[src/rtl/seg7_pkg.sv]
// Shared definitions for the seven-segment scan driver.
//   state_e   : scan FSM states (GAP = all digits off, SCAN = one digit lit)
//   SEG_OFF   : active-low all-segments-off pattern
//   SEG_TABLE : active-low {g,f,e,d,c,b,a} patterns for hex 0..F
package seg7_pkg;

   typedef enum logic {
      GAP  = 1'b0,
      SCAN = 1'b1
   } state_e;

   localparam logic [6:0] SEG_OFF = 7'h7F;

   // Element [n] is the pattern for nibble n (index 0 is the rightmost entry).
   localparam logic [15:0][6:0] SEG_TABLE = {
      7'h0E, 7'h06, 7'h21, 7'h46, 7'h03, 7'h08, 7'h10, 7'h00,
      7'h78, 7'h02, 7'h12, 7'h19, 7'h30, 7'h24, 7'h79, 7'h40
   };

endpackage

[src/rtl/seg7_scan_driver_if.sv]
// Write port of the seven-segment scan driver (valid/ready).
//   wr_valid : source has a packed hex word to write
//   wr_data  : packed nibbles, digit d = wr_data[4d+3:4d]
//   wr_ready : sink can accept a word this cycle
interface seg7_scan_driver_if #(
   parameter int unsigned NUM_DIGITS = 4
);
   localparam int unsigned DATA_W = 4 * NUM_DIGITS;

   logic              wr_valid;
   logic [DATA_W-1:0] wr_data;
   logic              wr_ready;

   modport master (output wr_valid, output wr_data, input wr_ready);
   modport slave  (input wr_valid, input wr_data, output wr_ready);
endinterface

[src/rtl/seg7_nibble_decode.sv]
// Combinational hex-nibble to active-low seven-segment lookup.
//   nibble   : 4-bit hex value
//   seg_n_c  : {g,f,e,d,c,b,a}, active low
module seg7_nibble_decode
   import seg7_pkg::*;
(
   input  logic [3:0] nibble,
   output logic [6:0] seg_n_c
);

   assign seg_n_c = SEG_TABLE[nibble];

endmodule

[src/rtl/seg7_scan_driver.sv]
// Time-multiplexed driver for NUM_DIGITS common-anode seven-segment digits.
// Each slot is GAP_CYCLES all-off followed by PRESCALE cycles with one digit
// lit. New data is buffered and committed only at frame end.
// Ports:
//   clk, reset_n  : clock, asynchronous active-low reset
//   wr            : write port (seg7_scan_driver_if.slave)
//   dp            : per-digit decimal-point request, sampled live
//   blank         : force display dark (scan keeps running)
//   seg_n, dp_n   : active-low segments / decimal point
//   dig_en_n      : active-low digit enables, at most one low
//   frame_done    : one-cycle pulse after the last digit's slot
// Optional build macro SEG7_LEADING_ZERO_BLANK_EN: blank leading zero digits
// (digit 0 always shown).
module seg7_scan_driver
   import seg7_pkg::*;
#(
   parameter int unsigned NUM_DIGITS = 4,
   parameter int unsigned PRESCALE   = 50000,
   parameter int unsigned GAP_CYCLES = 16
) (
   input  logic                  clk,
   input  logic                  reset_n,
   seg7_scan_driver_if.slave     wr,
   input  logic [NUM_DIGITS-1:0] dp,
   input  logic                  blank,
   output logic [6:0]            seg_n,
   output logic                  dp_n,
   output logic [NUM_DIGITS-1:0] dig_en_n,
   output logic                  frame_done
);

   localparam int unsigned DATA_W  = 4 * NUM_DIGITS;
   localparam int unsigned CNT_MAX = (PRESCALE > GAP_CYCLES) ? PRESCALE : GAP_CYCLES;
   localparam int unsigned CNT_W   = ($clog2(CNT_MAX) > 0) ? $clog2(CNT_MAX) : 1;
   localparam int unsigned IDX_W   = ($clog2(NUM_DIGITS) > 0) ? $clog2(NUM_DIGITS) : 1;

   // Reject illegal parameterisations at elaboration.
   generate
      if (GAP_CYCLES < 1) begin : g_bad_gap
         $error("seg7_scan_driver: GAP_CYCLES must be >= 1");
      end
      if (PRESCALE < 1) begin : g_bad_prescale
         $error("seg7_scan_driver: PRESCALE must be >= 1");
      end
      if ((NUM_DIGITS < 1) || (NUM_DIGITS > 8)) begin : g_bad_digits
         $error("seg7_scan_driver: NUM_DIGITS must be 1..8");
      end
   endgenerate

   state_e                state_q, state_d;
   logic [CNT_W-1:0]      cnt_q, cnt_d;
   logic [IDX_W-1:0]      idx_q, idx_d;
   logic [DATA_W-1:0]     display_q, display_d;
   logic [DATA_W-1:0]     pend_buf_q, pend_buf_d;
   logic                  pending_q, pending_d;
   logic                  wr_ready_q, wr_ready_d;
   logic [6:0]            seg_n_q, seg_n_d;
   logic                  dp_n_q, dp_n_d;
   logic [NUM_DIGITS-1:0] dig_en_n_q, dig_en_n_d;
   logic                  frame_done_q, frame_done_d;

   logic [3:0]            nib_sel;
   logic [6:0]            dec_seg;
   logic [NUM_DIGITS-1:0] lead_zero;

   // Digits that are leading zeros of the committed value.
`ifdef SEG7_LEADING_ZERO_BLANK_EN
   always_comb begin
      logic zero_above;
      lead_zero  = '0;
      zero_above = 1'b1;
      for (int d = int'(NUM_DIGITS) - 1; d > 0; d--) begin
         zero_above   = zero_above & (display_q[4*d +: 4] == 4'h0);
         lead_zero[d] = zero_above;
      end
   end
`else
   assign lead_zero = '0;
`endif

   seg7_nibble_decode u_decode (
      .nibble  (nib_sel),
      .seg_n_c (dec_seg)
   );

   // Next-state: scan counters, write handshake, frame commit and outputs.
   always_comb begin
      logic frame_end;
      logic dp_sel;
      logic lz_sel;

      state_d      = state_q;
      cnt_d        = cnt_q + CNT_W'(1);
      idx_d        = idx_q;
      display_d    = display_q;
      pend_buf_d   = pend_buf_q;
      pending_d    = pending_q;
      frame_end    = 1'b0;
      nib_sel      = 4'h0;
      dp_sel       = 1'b0;
      lz_sel       = 1'b0;
      seg_n_d      = SEG_OFF;
      dp_n_d       = 1'b1;
      dig_en_n_d   = '1;

      case (state_q)
         GAP: begin
            if (cnt_q == CNT_W'(GAP_CYCLES - 1)) begin
               state_d = SCAN;
               cnt_d   = '0;
            end
         end
         SCAN: begin
            if (cnt_q == CNT_W'(PRESCALE - 1)) begin
               state_d = GAP;
               cnt_d   = '0;
               if (idx_q == IDX_W'(NUM_DIGITS - 1)) begin
                  idx_d     = '0;
                  frame_end = 1'b1;
               end else begin
                  idx_d = idx_q + IDX_W'(1);
               end
            end
         end
         default: begin
            state_d = GAP;
            cnt_d   = '0;
         end
      endcase

      // Commit first; a write on this same edge only fills the now-free buffer.
      if (frame_end && pending_q) begin
         display_d = pend_buf_q;
         pending_d = 1'b0;
      end
      if (wr.wr_valid && wr_ready_q) begin
         pend_buf_d = wr.wr_data;
         pending_d  = 1'b1;
      end

      wr_ready_d   = ~pending_d;
      frame_done_d = frame_end;

      // Outputs follow the next state so they change on the same edge.
      for (int d = 0; d < int'(NUM_DIGITS); d++) begin
         if (idx_d == IDX_W'(d)) begin
            nib_sel = display_q[4*d +: 4];
            dp_sel  = dp[d];
            lz_sel  = lead_zero[d];
         end
      end
      if ((state_d == SCAN) && !blank) begin
         for (int d = 0; d < int'(NUM_DIGITS); d++) begin
            if (idx_d == IDX_W'(d)) dig_en_n_d[d] = 1'b0;
         end
         seg_n_d = lz_sel ? SEG_OFF : dec_seg;
         dp_n_d  = ~dp_sel;
      end
   end

   // State and output registers.
   always_ff @(posedge clk or negedge reset_n) begin
      if (!reset_n) begin
         state_q      <= GAP;
         cnt_q        <= '0;
         idx_q        <= '0;
         display_q    <= '0;
         pend_buf_q   <= '0;
         pending_q    <= 1'b0;
         wr_ready_q   <= 1'b1;
         seg_n_q      <= SEG_OFF;
         dp_n_q       <= 1'b1;
         dig_en_n_q   <= '1;
         frame_done_q <= 1'b0;
      end else begin
         state_q      <= state_d;
         cnt_q        <= cnt_d;
         idx_q        <= idx_d;
         display_q    <= display_d;
         pend_buf_q   <= pend_buf_d;
         pending_q    <= pending_d;
         wr_ready_q   <= wr_ready_d;
         seg_n_q      <= seg_n_d;
         dp_n_q       <= dp_n_d;
         dig_en_n_q   <= dig_en_n_d;
         frame_done_q <= frame_done_d;
      end
   end

   assign wr.wr_ready = wr_ready_q;
   assign seg_n       = seg_n_q;
   assign dp_n        = dp_n_q;
   assign dig_en_n    = dig_en_n_q;
   assign frame_done  = frame_done_q;

endmodule

[src/flat_wrapper.sv]
// flat-port wrapper written by rule: the top's interface ports become plain ports
module seg7_scan_driver_flat import seg7_pkg::*;
#(
   parameter int unsigned NUM_DIGITS = 4,
   parameter int unsigned PRESCALE   = 50000,
   parameter int unsigned GAP_CYCLES = 16
)
  (clk, reset_n, dp, blank, seg_n, dp_n, dig_en_n, frame_done, wr_wr_valid, wr_wr_data, wr_wr_ready);
  seg7_scan_driver_if #(.NUM_DIGITS(NUM_DIGITS)) wr_i ();
  input  logic clk;
  input  logic reset_n;
  input  logic [NUM_DIGITS-1:0] dp;
  input  logic blank;
  output logic [6:0] seg_n;
  output logic dp_n;
  output logic [NUM_DIGITS-1:0] dig_en_n;
  output logic frame_done;
  input wire logic [$bits(wr_i.wr_valid)-1:0] wr_wr_valid;
  input wire logic [$bits(wr_i.wr_data)-1:0] wr_wr_data;
  output wire logic [$bits(wr_i.wr_ready)-1:0] wr_wr_ready;
  assign wr_i.wr_valid = wr_wr_valid;
  assign wr_i.wr_data = wr_wr_data;
  assign wr_wr_ready = wr_i.wr_ready;
  seg7_scan_driver #(.NUM_DIGITS(NUM_DIGITS), .PRESCALE(PRESCALE), .GAP_CYCLES(GAP_CYCLES)) u_core (.clk(clk), .reset_n(reset_n), .wr(wr_i), .dp(dp), .blank(blank), .seg_n(seg_n), .dp_n(dp_n), .dig_en_n(dig_en_n), .frame_done(frame_done));
endmodule
[config.mk]
export PLATFORM = sky130hd
export DESIGN_NAME = seg7_scan_driver_flat
export DESIGN_NICKNAME = d
export VERILOG_FILES = /design/src/rtl/seg7_pkg.sv /design/src/rtl/seg7_scan_driver_if.sv /design/src/rtl/seg7_nibble_decode.sv /design/src/rtl/seg7_scan_driver.sv /design/src/flat_wrapper.sv
export SDC_FILE = /design/constraint.sdc
export NUM_CORES = 1
export LEC_CHECK = 0
export CORE_MARGIN = 3
export CORE_UTILIZATION = 45
export CTS_CLUSTER_SIZE = 30
export DETAILED_ROUTE_END_ITERATION = 7
export MAX_ROUTING_LAYER = met4
export PLACE_DENSITY = 0.71
export SLEW_MARGIN = 30
export SYNTH_ARGS = -nofsm -noshare
export SYNTH_HDL_FRONTEND = slang
export SYNTH_SLANG_ARGS = --single-unit
[constraint.sdc]
create_clock -name clk -period 4.75 [get_ports clk]
set_clock_uncertainty 0.15 [all_clocks]
set_input_delay 0.475 -clock clk [delete_from_list [all_inputs] [get_ports clk]]
set_output_delay 0.475 -clock clk [all_outputs]
set_load 0.01 [all_outputs]
; ---- Word level (Yosys, flattened, before mapping)
; Memory sizes are Yosys's and may differ from the RTL's.
; Cells that the tools add are included.
[op_classes]
add_sub_neg = 2
magnitude_cmp = 1
eq_ne = 6
mux = 30
bitwise_logic = 3
reduce_logical = 5
[op_table]
columns = op, count
row1 = 16-bit 2-to-1 mux, 2
row2 = 16-bit case mux with 2 select lines, 1
row3 = 4-bit 2-to-1 mux, 5
row4 = 16-bit by 1-bit adder with 16-bit output (second input constant), 1
row5 = 16-bit equality test (second input constant), 1
row6 = 16-bit by 4-bit equality test with 1-bit output (second input constant), 1
row7 = 1-bit 2-to-1 mux, 16
row8 = 7-bit 2-to-1 mux, 2
row9 = 2-bit equality test (second input constant), 3
row10 = 2-bit 2-to-1 mux, 3
row11 = 4-bit by 5-bit < comparator with 1-bit output (second input constant), 1
row12 = 1-bit logical AND, 3
row13 = 1-bit inverter, 3
row14 = 2-bit by 1-bit adder with 2-bit output (second input constant), 1
row15 = 2-bit by 1-bit equality test with 1-bit output (second input constant), 1
row16 = 2-bit zero test, 1
row17 = 1-bit case mux with 2 select lines, 1
row18 = 1-bit zero test, 1
[word_totals]
register_bits = 66
rom_bits = 112
output_inout_bits = 14
word_cells = 59
mem_count = 1
[mem_list]
columns = name, words, word_bits, rd, rd_ports_with_merged_regs, write_ports, line_no
row1 = (no name shown), 16, 7, 1, 0, 0, seg7_nibble_decode.sv:11  ; assign seg_n_c = SEG_TABLE[nibble];

; ---- Depth between registers and ports, before layout
[depth]
ltp_word = 12
ltp_mapped = 14

; ---- Hierarchy
; Synthesis repeated with hierarchy kept, for this count alone.
[hier_totals]
hier_cells = 240
area_unflattened_um2 = 3098.0
[by_module_without_submodules]
columns = module, n_inst, cells_each, area_per_inst_um2, seq_area_each_um2
row1 = seg7_scan_driver, 1, 208, 2822.7, 1667.8
row2 = seg7_nibble_decode, 1, 32, 275.3, 0.0

; ---- Worst setup path after synthesis
; Ideal clock, no wire load.
[synth_path]
kind = register to register
start = reg u_core.cnt_q[5]
end = reg u_core.seg_n_q[5] (netlist: u_core.seg_n[5])
arrival_time_ps = 2824
path_slack_ps = 1676
path_stages_with_launch = 11
path_buffers = 0
period_less_slack_ps = 3074
path_cell_list = dfrtp_1 nor4_2 nand3_4 nor2_8 mux2i_4 mux2i_1 inv_1 ha_1 mux2_1 nand2_1 o211ai_1
[synth_via]
elab_chain_len = 11
word_cells_on_any_way = 19
cone_classes = 5 x eq/ne / 11 x mux / 2 x reduce/logical / 1 x memory
[synth_lines]
columns = element, line_no
row1 = start: declaration, seg7_scan_driver.sv:51  ; logic [CNT_W-1:0] cnt_q, cnt_d;
row2 = start signal: assignment, seg7_scan_driver.sv:177  ; cnt_q <= cnt_d;
row3 = 16-bit equality test, seg7_scan_driver.sv:114  ; if (cnt_q == CNT_W'(PRESCALE - 1)) begin
row4 = 2-bit 2-to-1 mux, seg7_scan_driver.sv:114
row5 = 2-bit 2-to-1 mux, seg7_scan_driver.sv:106  ; case (state_q)
row6 = 2-bit zero test, seg7_scan_driver.sv:146  ; if (idx_d == IDX_W'(d)) begin
row7 = 4-bit 2-to-1 mux (4 in series), seg7_scan_driver.sv:146
row8 = memory read 16 x 7 bit, --
row9 = 7-bit 2-to-1 mux (not written as such), seg7_nibble_decode.sv:11
row10 = 7-bit 2-to-1 mux *, seg7_scan_driver.sv:152  ; if ((state_d == SCAN) && !blank) begin
row11 = named net u_core.seg_n_d[5], seg7_scan_driver.sv:57  ; logic [6:0] seg_n_q, seg_n_d;
row12 = end signal: assignment, seg7_scan_driver.sv:183  ; seg_n_q <= seg_n_d;
row13 = end: declaration, seg7_scan_driver.sv:57
; The timed path passes the listed nets; every way through them passes the cells marked *. The select of a mux whose other input is x is not followed.
; A chain may end at the register's enable or synchronous reset.

; ---- Worst setup path in the final report
[layout_path]
start = reg u_core.cnt_q[5]
end = reg u_core.seg_n_q[6] (netlist: u_core.seg_n[6])
[layout_via]
elab_chain_len = 11
word_cells_on_any_way = 19
cone_classes = 5 x eq/ne / 11 x mux / 2 x reduce/logical / 1 x memory
[layout_lines]
columns = element, line_no
row1 = 16-bit equality test *, seg7_scan_driver.sv:114
row2 = 2-bit 2-to-1 mux *, seg7_scan_driver.sv:114
row3 = 2-bit 2-to-1 mux *, seg7_scan_driver.sv:106
row4 = named net u_core.idx_d[1], seg7_scan_driver.sv:52  ; logic [IDX_W-1:0] idx_q, idx_d;
row5 = 2-bit zero test, seg7_scan_driver.sv:146
row6 = 4-bit 2-to-1 mux (3 in series), seg7_scan_driver.sv:146
row7 = 4-bit 2-to-1 mux *, seg7_scan_driver.sv:146
row8 = memory read 16 x 7 bit *, --
row9 = 7-bit 2-to-1 mux (not written as such) *, seg7_nibble_decode.sv:11
row10 = 7-bit 2-to-1 mux *, seg7_scan_driver.sv:152
row11 = named net u_core.seg_n_d[6], seg7_scan_driver.sv:57
; Marked as above.

==> qor.yml <==
cts_setup_buffers: 0
synth_top_flop_cell: "dfrtp_1"
final_nets: 336
p_per_area_mw_per_mm2: 310
maxSlewHeadroom_pct: 45.0
synth-edff-count: 0
cp_max_fo: 9
clk-insertion-delay-late_ns: 0.35
layout_min_cycle_time_ns: 3.38
hold_ws_ns: 0.151
initial_utilization_pct: 48.2
dr.first_iter.drc_count: 67
die_h_um: 89.9
fin_total_pwr_mw: 1.19
grt_max_degree: 67
tns_ns: 0
dp.cells: 386
syn_nets: 295
clk_path_buf_depth: 2
rr_worst_depth: 12
start_kind: "flip-flop"
drive_gt1_share_pct: 25.2
p_leak_nw: 1.80
rows: 29
worst_ep_arrival_time_ns: 3.49
r2r_start: "u_core.cnt_q[5]"
wire_per_inst_um: 13.7
crit_start: "u_core.cnt_q[5]"
cts_resized: 0
grt_pass1_vias: 1980
antenna_found_initial: 0
vdd.ir_drop.worst_uv: 225
io_buffer_count: 37
first_pass_iters: 4
setup_viol: 0
hold_viol_final: 0
path_class: "reg2reg"
slew_violations: 0
finalCritPeriodShare_pct: 71.1
drc: 0
cts_tree: "done"
outcome: "completed"
synth_seq_area_share_pct: 52.7
cts-root-buf: "clkbuf_8"
ys_seq_elements: 66
grt_pass1_wl_um: 9650
fin_cells: 402
fmax_ghz: 0.296
cts.sinks: 66
cts_inserted_buffers: 9
dp_hpwl_um: 3830
synthArstFlopShare_pct: 100
ant_nets: 0
finalWirelength_um: 5500
antenna_cells_inserted: 0
die_area_mm2: 0.00807
setup_ws_ns: 1.37
post-place-ws_ns: 1.36
place.gp.congestion: 0.865
rrSetupSlack_ns: 1.37
syn_area_mm2: 0.00316
final_common_cell: "dfrtp_1"
synth_cell_type_count: 42
dieWidth_um: 89.9
htree_levels: 3
synth_cells: 263
most-common-layout-cells: "dfrtp_1, clkdlybuf4s50_1, mux2_2"
area_growth_pct: 21.7
core_area_mm2: 0.00657
vias: 2013
reg2reg_to: "u_core.seg_n[6]"
tightest_slew_ns: 0.822
ys_warn_count: 0
grt_overflow: 0
vias_per_cell: 5.01
track_usage_pct: 15.2
syn_avg_cell_area_um2: 12.0
maxCapViolCount: 0
critPathRequiredTime_ns: 4.87
ctsHoldBuffers: 0
critPathCaptureType: "flip-flop"
path_clk_slew_ns: 0.08
ios: 38
rsz0062_at_grt: "false"
hold_class: "in2async"
[layout make-up]
cell class              count  area, µm²
clock inverters             7        125
clock buffers               9        124
fillers                   560       2720
flip-flops and latches     66       1670
multi-input cells         177       1390
inverters                  11       46.3
well taps                  93        116
repair buffers             39        380
[routing by layer]
metal,vias up,global-route usage (%),wire length (µm),part of all wire [%]
met2,45,21.7,2380,43
met5,-,-,0,0
met4,0,5.99,99,1.8
met1,967,20.3,2730,50
li1,989,-,-,-
met3,12,4.92,281,5.1
[through the flow]
| step | utilization (%) | area (µm²) |
|---|---|---|
| after floorplan | - | 3160 |
| after global placement | 54.9 | 3600 |
| after detailed placement | 54.9 | 3600 |
| after CTS | 58.7 | 3850 |
| final | 58.7 | 3850 |
| after global routing | 58.7 | 3850 |
[cells by family after synthesis]
group | synth area share [%]
compound gates | 4.31
simple gates | 14.7
flops | 52.7
xor+xnor | 3.88
fa+ha+maj | 3.16
mux | 18.0
buf+inv | 3.28
[critical path, stage by stage (launching register included)]
cell and delay (ns):
dfrtp_1 0.44, nor4_2 0.45, nand3_4 0.18, nor2_8 0.19, mux2i_4 0.36, inv_6 0.09
mux2i_1 0.13, mux2i_1 0.38, inv_1 0.18, ha_1 0.27, mux2_1 0.31, nand2_1 0.07
o211ai_1 0.09
[sequential cells by signal, summed over array words and instances, names as in the netlist]
name                cells
u_core.display_q       16
u_core.idx_q            2
u_core.pending_q        1
u_core.wr.wr_ready      1
u_core.seg_n            7
u_core.pend_buf_q      16
u_core.dp_n             1
u_core.frame_done       1
u_core.cnt_q           16
u_core.state_q          1
u_core.dig_en_n         4
[power breakdown]
part	internal (mW)	switching, mW
combinational	0.0247	0.0187
clock	0.353	0.230
sequential	0.568	0.000785
[cell usage after synthesis, types with 5 or more instances]
cell,number,share of area (%)
inv_1,10,1.2
nor2_1,19,2.3
nand3_1,15,2.4
nand2b_1,9,1.8
dfstp_2,13,11
xnor2_1,5,1.4
dfrtp_1,53,42
ha_1,8,3.2
and3_1,8,1.6
xor2_1,9,2.5
mux2i_1,6,1.9
nand2_1,25,3.0
mux2_2,32,11
[worst max-delay path by stage]
stage | to | slack (ns)
2_1_floorplan | u_core.seg_n[5] | 1.68
5_1_grt | u_core.seg_n[3] | 1.12
6_report | u_core.seg_n[6] | 1.37
3_3_place_gp | u_core.seg_n[5] | 1.48
3_5_place_dp | u_core.seg_n[5] | 1.36
4_1_cts | u_core.seg_n[6] | 1.34
Note: power is estimated with default switching activity, not from simulation.
